<file path="config.mk">
export PLATFORM = sky130hd
export DESIGN_NAME = adder_tree_sched
export DESIGN_NICKNAME = d
export VERILOG_FILES = /design/src/rtl/adder_tree_sched.sv
export SDC_FILE = /design/constraint.sdc
export NUM_CORES = 1
export LEC_CHECK = 0
export CAP_MARGIN = 20
export CELL_PAD_IN_SITES_DETAIL_PLACEMENT = 1
export CELL_PAD_IN_SITES_GLOBAL_PLACEMENT = 1
export CORE_MARGIN = 3
export CORE_UTILIZATION = 46
export CTS_CLUSTER_DIAMETER = 100
export DETAILED_ROUTE_END_ITERATION = 8
export PLACE_DENSITY_LB_ADDON = 0.08
export SLEW_MARGIN = 20
export SYNTH_ARGS = -nofsm -noshare
export SYNTH_HDL_FRONTEND = slang
export SYNTH_SLANG_ARGS = --single-unit
</file>
<file path="constraint.sdc">
create_clock -name clk -period 3.94 [get_ports clk]
set_input_delay 0.788 -clock clk [delete_from_list [all_inputs] [get_ports clk]]
set_output_delay 0.788 -clock clk [all_outputs]
set_load 0.02 [all_outputs]
</file>
<file path="src/rtl/adder_tree_sched.sv">
// adder_tree_sched: round-robin scheduler of SA groups onto the adder tree; ports: clk, reset (async, active-low), enable, cfg_we/cfg_addr/cfg_mask (group table write), sa_ready in; control, sa_ack, result_valid, result_grp, busy out (all registered)
module adder_tree_sched #(
  parameter int NUM_SA   = 8,
  parameter int NUM_GRP  = 4,
  parameter int GRP_W    = 2,
  parameter int SER_CYC  = 8,
  parameter int TREE_LAT = 3
) (
  input  logic              clk,
  input  logic              reset,
  input  logic              enable,
  input  logic              cfg_we,
  input  logic [GRP_W-1:0]  cfg_addr,
  input  logic [NUM_SA-1:0] cfg_mask,
  input  logic [NUM_SA-1:0] sa_ready,
  output logic [NUM_SA-1:0] control,
  output logic [NUM_SA-1:0] sa_ack,
  output logic              result_valid,
  output logic [GRP_W-1:0]  result_grp,
  output logic              busy
);
  localparam int CW = $clog2((SER_CYC > TREE_LAT ? SER_CYC : TREE_LAT) + 1);
  typedef enum logic [1:0] {IDLE, FEED, DRAIN, DONE} state_t;
  state_t state, state_n;
  logic [NUM_SA-1:0] tbl [NUM_GRP];
  logic [NUM_SA-1:0] act_mask, act_mask_n;
  logic [GRP_W-1:0]  act_grp, act_grp_n, rr_ptr, rr_ptr_n, pick, idx;
  logic [CW-1:0]     cnt, cnt_n;
  logic              found;
  // descending scan so the lowest offset from rr_ptr wins
  always_comb begin
    found = 1'b0;
    pick  = rr_ptr;
    idx   = '0;
    for (int i = NUM_GRP - 1; i >= 0; i--) begin
      idx = rr_ptr + GRP_W'(i);
      if (tbl[idx] != '0 && (tbl[idx] & ~sa_ready) == '0) begin
        found = 1'b1;
        pick  = idx;
      end
    end
  end
  always_comb begin
    state_n    = state;
    cnt_n      = cnt;
    act_mask_n = act_mask;
    act_grp_n  = act_grp;
    rr_ptr_n   = rr_ptr;
    case (state)
      IDLE: if (enable && found) begin
        state_n    = FEED;
        cnt_n      = CW'(SER_CYC - 1);
        act_mask_n = tbl[pick];
        act_grp_n  = pick;
        rr_ptr_n   = pick + GRP_W'(1);
      end
      FEED: begin
        state_n = cnt == '0 ? DRAIN : FEED;
        cnt_n   = cnt == '0 ? CW'(TREE_LAT - 1) : cnt - CW'(1);
      end
      DRAIN: begin
        state_n = cnt == '0 ? DONE : DRAIN;
        cnt_n   = cnt == '0 ? '0 : cnt - CW'(1);
      end
      default: state_n = IDLE;
    endcase
  end
  // outputs are registered from the next state so they line up with it
  always_ff @(posedge clk or negedge reset) begin
    if (!reset) begin
      state        <= IDLE;
      cnt          <= '0;
      act_mask     <= '0;
      act_grp      <= '0;
      rr_ptr       <= '0;
      control      <= '0;
      sa_ack       <= '0;
      result_valid <= 1'b0;
      result_grp   <= '0;
      busy         <= 1'b0;
      for (int i = 0; i < NUM_GRP; i++) tbl[i] <= '0;
    end else begin
      state        <= state_n;
      cnt          <= cnt_n;
      act_mask     <= act_mask_n;
      act_grp      <= act_grp_n;
      rr_ptr       <= rr_ptr_n;
      control      <= state_n == FEED ? act_mask_n : '0;
      sa_ack       <= state_n == DONE ? act_mask_n : '0;
      result_valid <= state_n == DONE;
      result_grp   <= state_n == DONE ? act_grp_n : result_grp;
      busy         <= state_n != IDLE;
      if (cfg_we) tbl[cfg_addr] <= cfg_mask;
    end
  end
endmodule
</file>
# --- After elaboration in Yosys (flattened, before gate mapping) ---
# Cells that the tools add are included.
op_classes:
  add_sub_neg: 5
  order_cmp: 7
  n_eq_ne: 5
  muxes: 40
  n_bitwise: 11
  n_reduce_logical: 20
ops:
  columns: ["op", "count"]
  rows:
  - ["$mux 8", 15]
  - ["$bmux 8 s2", 5]
  - ["$and 8x8->8", 4]
  - ["$bwmux 32", 1]
  - ["$logic_not 8->1", 4]
  - ["$reduce_bool 8->1", 4]
  - ["$ge 3x3->1 const B", 6]
  - ["$not 2->3", 6]
  - ["$demux 8 s2", 1]
  - ["$mux 2", 8]
  - ["$mux 4", 3]
  - ["$pmux 4 s3", 1]
  - ["$not 8->8", 1]
  - ["$logic_and 1x1->1", 6]
  - ["$pmux 2 s3", 1]
  - ["$mux 1", 5]
  - ["$add 2x1->2 const B", 2]
  - ["$add 2x2->2 const B", 2]
  - ["$eq 2x1->1 const B", 2]
  - ["$eq 2x2->1 const B", 2]
  - ["$logic_not 4->1", 1]
  - ["$reduce_and 2->1", 2]
  - ["$sub 4x1->4 const B", 1]
  - ["$lt 3x1->1 const B", 1]
  - ["4 further kinds", 4]
totals:
  register_bits: 70
  in_bits: 22
  out_inout_bits: 20
  word_cells: 102

# --- Longest topological paths before layout ---
depth:
  ltp_word: 19
  mapped_depth: 14
  mapped_depth_nobuf: 9

# --- Worst setup path after synthesis ---
# OpenSTA, ideal clock, no wires.
synth_path:
  kind: "input-to-reg"
  startpoint: "in sa_ready[3]"
  endpoint: "reg result_grp[1]"
  setup_time_ns: 0.125
  arrival_time_ns: 2.891
  path_slack_ns: 0.924
  cell_stages: 10
  n_path_buf: 1
  cell_sequence: "or2b_1 -> o32ai_1 -> or3_4 -> nor4_2 -> or2_1 -> o21ai_1 -> a311oi_2 -> nand2b_1 -> buf_2 -> mux2_2"
synth_between:
  elab_chain_len: 12
  word_cells_on_any_way: 27
  classes_between: "1 x eq/ne; 12 x mux; 5 x bitwise; 9 x reduce/logical"
synth_lines:
  columns: ["item", "line_no", "rtl"]
  rows:
  - ["from (decl)", "15", "input logic [NUM_SA-1:0] sa_ready,"]
  - ["$not 8->8 (*)", "37", "if (tbl[idx] != '0 && (tbl[idx] & ~sa_ready) == '0) begin"]
  - ["$and 8x8->8", "37", null]
  - ["$logic_not 8->1", "37", null]
  - ["$logic_and 1x1->1", "37", null]
  - ["$mux 1 (4 in series)", "37", null]
  - ["$logic_and 1x1->1", "50", "IDLE: if (enable && found) begin"]
  - ["$mux 2", "50", null]
  - ["$pmux 2 s3", "49", "case (state)"]
  - ["$eq 2x2->1", "91", "result_grp <= state_n == DONE ? act_grp_n : result_grp;"]
  - ["to (signal assigned)", "91", null]
  - ["to (decl)", "19", "output logic [GRP_W-1:0] result_grp,"]
# Every way passes the cells marked *; elsewhere a longest branch is shown, timed or not.
# A chain may end at the register's enable or synchronous reset.

# --- Worst setup path in the final report ---
layout_path:
  startpoint: "reg rr_ptr[1]"
  endpoint: "reg control[7]"
layout_between:
  elab_chain_len: 19
  word_cells_on_any_way: 54
  classes_between: "3 x add/sub; 1 x eq/ne; 28 x mux; 9 x bitwise; 13 x reduce/logical"
layout_lines:
  columns: ["item", "line_no", "rtl"]
  rows:
  - ["from (decl)", "27", "logic [GRP_W-1:0] act_grp, act_grp_n, rr_ptr, rr_ptr_n, pick, idx;"]
  - ["from (signal assigned)", "87", "rr_ptr <= rr_ptr_n;"]
  - ["$add 2x2->2", "36", "idx = rr_ptr + GRP_W'(i);"]
  - ["$not 2->3 (not written as such)", "37", null]
  - ["$bmux 8 s2", "37", null]
  - ["$mux 8 (not written as such) (2 in series)", "37", null]
  - ["$and 8x8->8", "37", null]
  - ["$logic_not 8->1", "37", null]
  - ["$logic_and 1x1->1", "37", null]
  - ["$mux 2 (4 in series)", "37", null]
  - ["$not 2->3 (not written as such)", "53", "act_mask_n = tbl[pick];"]
  - ["$bmux 8 s2", "53", null]
  - ["$mux 8 (not written as such) (2 in series)", "53", null]
  - ["$mux 8", "50", null]
  - ["$mux 8", "49", null]
  - ["$mux 8 (*)", "88", "control <= state_n == FEED ? act_mask_n : '0;"]
  - ["to (signal assigned)", "88", null]
  - ["to (decl)", "16", "output logic [NUM_SA-1:0] control,"]
# Every way passes the cells marked *; elsewhere a longest branch is shown, timed or not. The select of a mux whose other input is x is not followed.

==> results_dict.tcl <==
set metrics [dict create \
    fin_crit_ns 3.47 \
    p_switching_mw 1.78 \
    numCtsBuffers 9 \
    wl_um 12800 \
    timing.fmax_mhz 288 \
    grtUsageMet3_pct 3.52 \
    die-area_mm2 0.0106 \
    power_density_mw_per_mm2 812 \
    outcome "complete, no violations" \
    synthArstFlopShare_pct 100 \
    seq_area_frac_synth_pct 40.5 \
    std_cell_rows 34 \
    n_fill_cell 949 \
    p_comb_share_pct 55.2 \
    grt_pass1_vias 3656 \
    synthesis.nets 413 \
    synth_cell_types 65 \
    grt_overflow 0 \
    drv_slew 0 \
    dieWidth_um 103 \
    finalNetCount 462 \
    p_leak_nw 2.11 \
    fin_skew_ns 0.0163 \
    ys_warn_count 0 \
    vias_per_cell 6.31 \
    clk_pin_slew_ns 0.08 \
    tightest_slew_ns 0.878 \
    max_stage_delay_ns 0.54 \
    grt.met2_usage_pct 42.3 \
    path_cells "buf_4 > mux2i_1 > mux2_2 > nand4_1 > and3_1 > or2_1 > o211ai_2 > nand2b_1 > o221a_2 > nor2_1" \
    syn_avg_cell_area_um2 11.2 \
    num_antenna_cells 0 \
    hold_path.class "flip-flop to flip-flop" \
    setup_viol 0 \
    grt-busiest-layer "met2" \
    antenna_found_initial 0 \
    grt_first_pass_wirelength_um 20700 \
    routedWlPerCell_um 23.4 \
    power.internal_mw 2.32 \
    dp_hpwl_um 9320 \
    switching_share_pct 43.3 \
    postCtsSetupRepairBufs 0 \
    ant_nets 0 \
    synthesis.area_mm2 0.00432 \
    clock_latency_ns 0.36 \
    start_kind "flip-flop" \
    post-route-period-util_pct 88.1 \
    cts.sinks 70 \
    final_util_pct 56.5 \
    port_buffers 41 \
    end_kind "flip-flop" \
    grtUsageTotal_pct 26.2 \
    hold_buffers 0 \
    synth-edff-count 0 \
    synthFlopType "dfrtp_1" \
    critPathKind "flip-flop to flip-flop" \
    ys_seq_elements 70 \
    setup_tns_ns 0 \
    cts_tree "yes" \
    drc 0 \
    drv_cap 0 \
    start_util_pct 48.4 \
    die_y_um 103 \
    cts_resized 0 \
    grtUsageMet1_pct 36.1 \
    drive_gt1_share_pct 24.8 \
    first_iter_violations 190 \
    routed-via-count 3452 \
    vdd_ir_drop_max_uv 343 \
    grt_max_degree 40 \
    drt-pass1-iter-count 4 \
    io_pins 42 \
    slew_headroom_pct 41.5 \
    syn_to_final_growth_pct 16.8 \
    crit_required_ns 4.17 \
    share_clk_of_total_power_pct 16.8 \
    cts_buffer_depth 2 \
    netlist_instances 385 \
    crit_arrival_ns 3.70 \
    crit_fanout 13 \
    core_mm2 0.00893 \
    h-tree-depth 3 \
    place_congestion 0.901 \
    root_buffer "clkbuf_8" \
    slowest_stage "mux2i_1" \
    seqPwrFrac_pct 27.9 \
    final-hold-violation-count 0 \
    rsz0062_at_grt "false" \
]
## registers in the layout, summed over array words and instances, names as in the netlist
| register | cells |
|---|---|
| rr_ptr | 2 |
| cnt | 4 |
| act_grp | 2 |
| result_grp | 2 |
| sa_ack | 8 |
| state | 2 |
| result_valid | 1 |
| act_mask | 8 |
| control | 8 |
| tbl | 32 |
| busy | 1 |
## power by group through the flow
stage	Sequential [mW]	Combinational, mW	Clock (mW)
global route	1.17	2.47	0.729
detailed placement	1.15	2.24	0
floorplan	1.13	1.72	0
global placement	1.15	2.19	0
CTS	1.14	2.27	0.701
finish	1.15	2.26	0.690
## layout by cell type (no fill, tap or decap), drive strengths merged, types with 7 or more instances in the layout
| cell type | Yosys | final |
|---|---|---|
| nor4 | 11 | 11 |
| inv | 18 | 19 |
| clkdlybuf4s50 | 0 | 40 |
| o221a | 10 | 10 |
| o22ai | 15 | 15 |
| dfrtp | 70 | 70 |
| nand2 | 15 | 15 |
| mux2i | 44 | 44 |
| or2 | 7 | 7 |
| mux2 | 46 | 46 |
| clkbuf | 1 | 10 |
| o21ai | 7 | 7 |
| nor3 | 9 | 9 |
| buf | 15 | 14 |
| nand2b | 7 | 7 |
| nor2 | 28 | 28 |
## cells by family after synthesis
logic type	Yosys count	share of synthesized area [%]
and+or+nand+nor	109	14.0
muxes	96	25.4
DFF	70	40.5
AOI/OAI and AO/OA	69	13.3
buffers and inverters	34	4.89
adders and majority gates	6	1.74
xor gates and xnor gates	1	0.203
## cell usage after synthesis (all sizes together) (7+ instances only)
library cell | instances | area share, %
buf | 15 | 3.2
dfrtp | 70 | 41
inv | 18 | 1.6
mux2 | 46 | 12
mux2i | 44 | 10
nand2 | 15 | 1.3
nand2b | 7 | 1.0
nor2 | 28 | 2.4
nor3 | 9 | 1.0
nor4 | 11 | 1.7
o21ai | 7 | 0.81
o221a | 10 | 2.6
o22ai | 15 | 2.2
or2 | 7 | 1.0
## final timing paths
check,slack [ns],cells after the start,startpoint,to
min in group asynchronous,0.54,1,reset,sa_ack[7]
worst max register to register,0.47,10,rr_ptr[1],control[7]
worst min-delay path,0.51,1,act_grp[1],act_grp[1]
worst max-delay path,0.47,10,rr_ptr[1],control[7]
worst min register to register,0.51,1,act_grp[1],act_grp[1]
max in group asynchronous,2.45,2,reset,tbl[20]
## layer usage
layer	wire, um	vias up	share of wire, %
li1	-	1570	-
met1	5990	1777	47
met4	252	0	2.0
met5	0	-	0
met2	6100	86	48
met3	470	19	3.7
## worst max-delay path, delay by kind of cell (launching register included)
kind                   cells  cell delay [ns]
AO/OA/AOI/OAI              2             0.72
flip-flops                 1             0.45
AND/OR/NAND/NOR            5             1.10
buffers and inverters      1             0.26
multiplexers               2             0.80
## layout make-up
type	instances	area, um2	share of cell area (%)
clock buffers	10	138	2.72
multi-input cells	281	2360	46.7
clock inverters	6	93.8	1.86
repair buffers	54	503	9.96
well taps	108	135	2.68
flip-flops and latches	70	1750	34.7
inverters	18	67.6	1.34
## through the flow
| stage | cells | worst slack (ns) | power, mW | hold WS [ns] | cell area, um2 |
|---|---|---|---|---|---|
| 3_3_place_gp | 531 | 0.218 | 3.34 | 0.494 | 4820 |
| 4_1_cts | 547 | 0.492 | 4.11 | 0.518 | 5050 |
| 2_1_floorplan | 385 | 0.924 | 2.84 | 0.468 | 4320 |
| 6_report | 547 | 0.469 | 4.10 | 0.513 | 5050 |
| 3_5_place_dp | 531 | 0.185 | 3.40 | 0.497 | 4820 |
| 5_1_grt | 547 | 0.218 | 4.37 | 0.545 | 5050 |
Power figures use the tool's default switching activity.
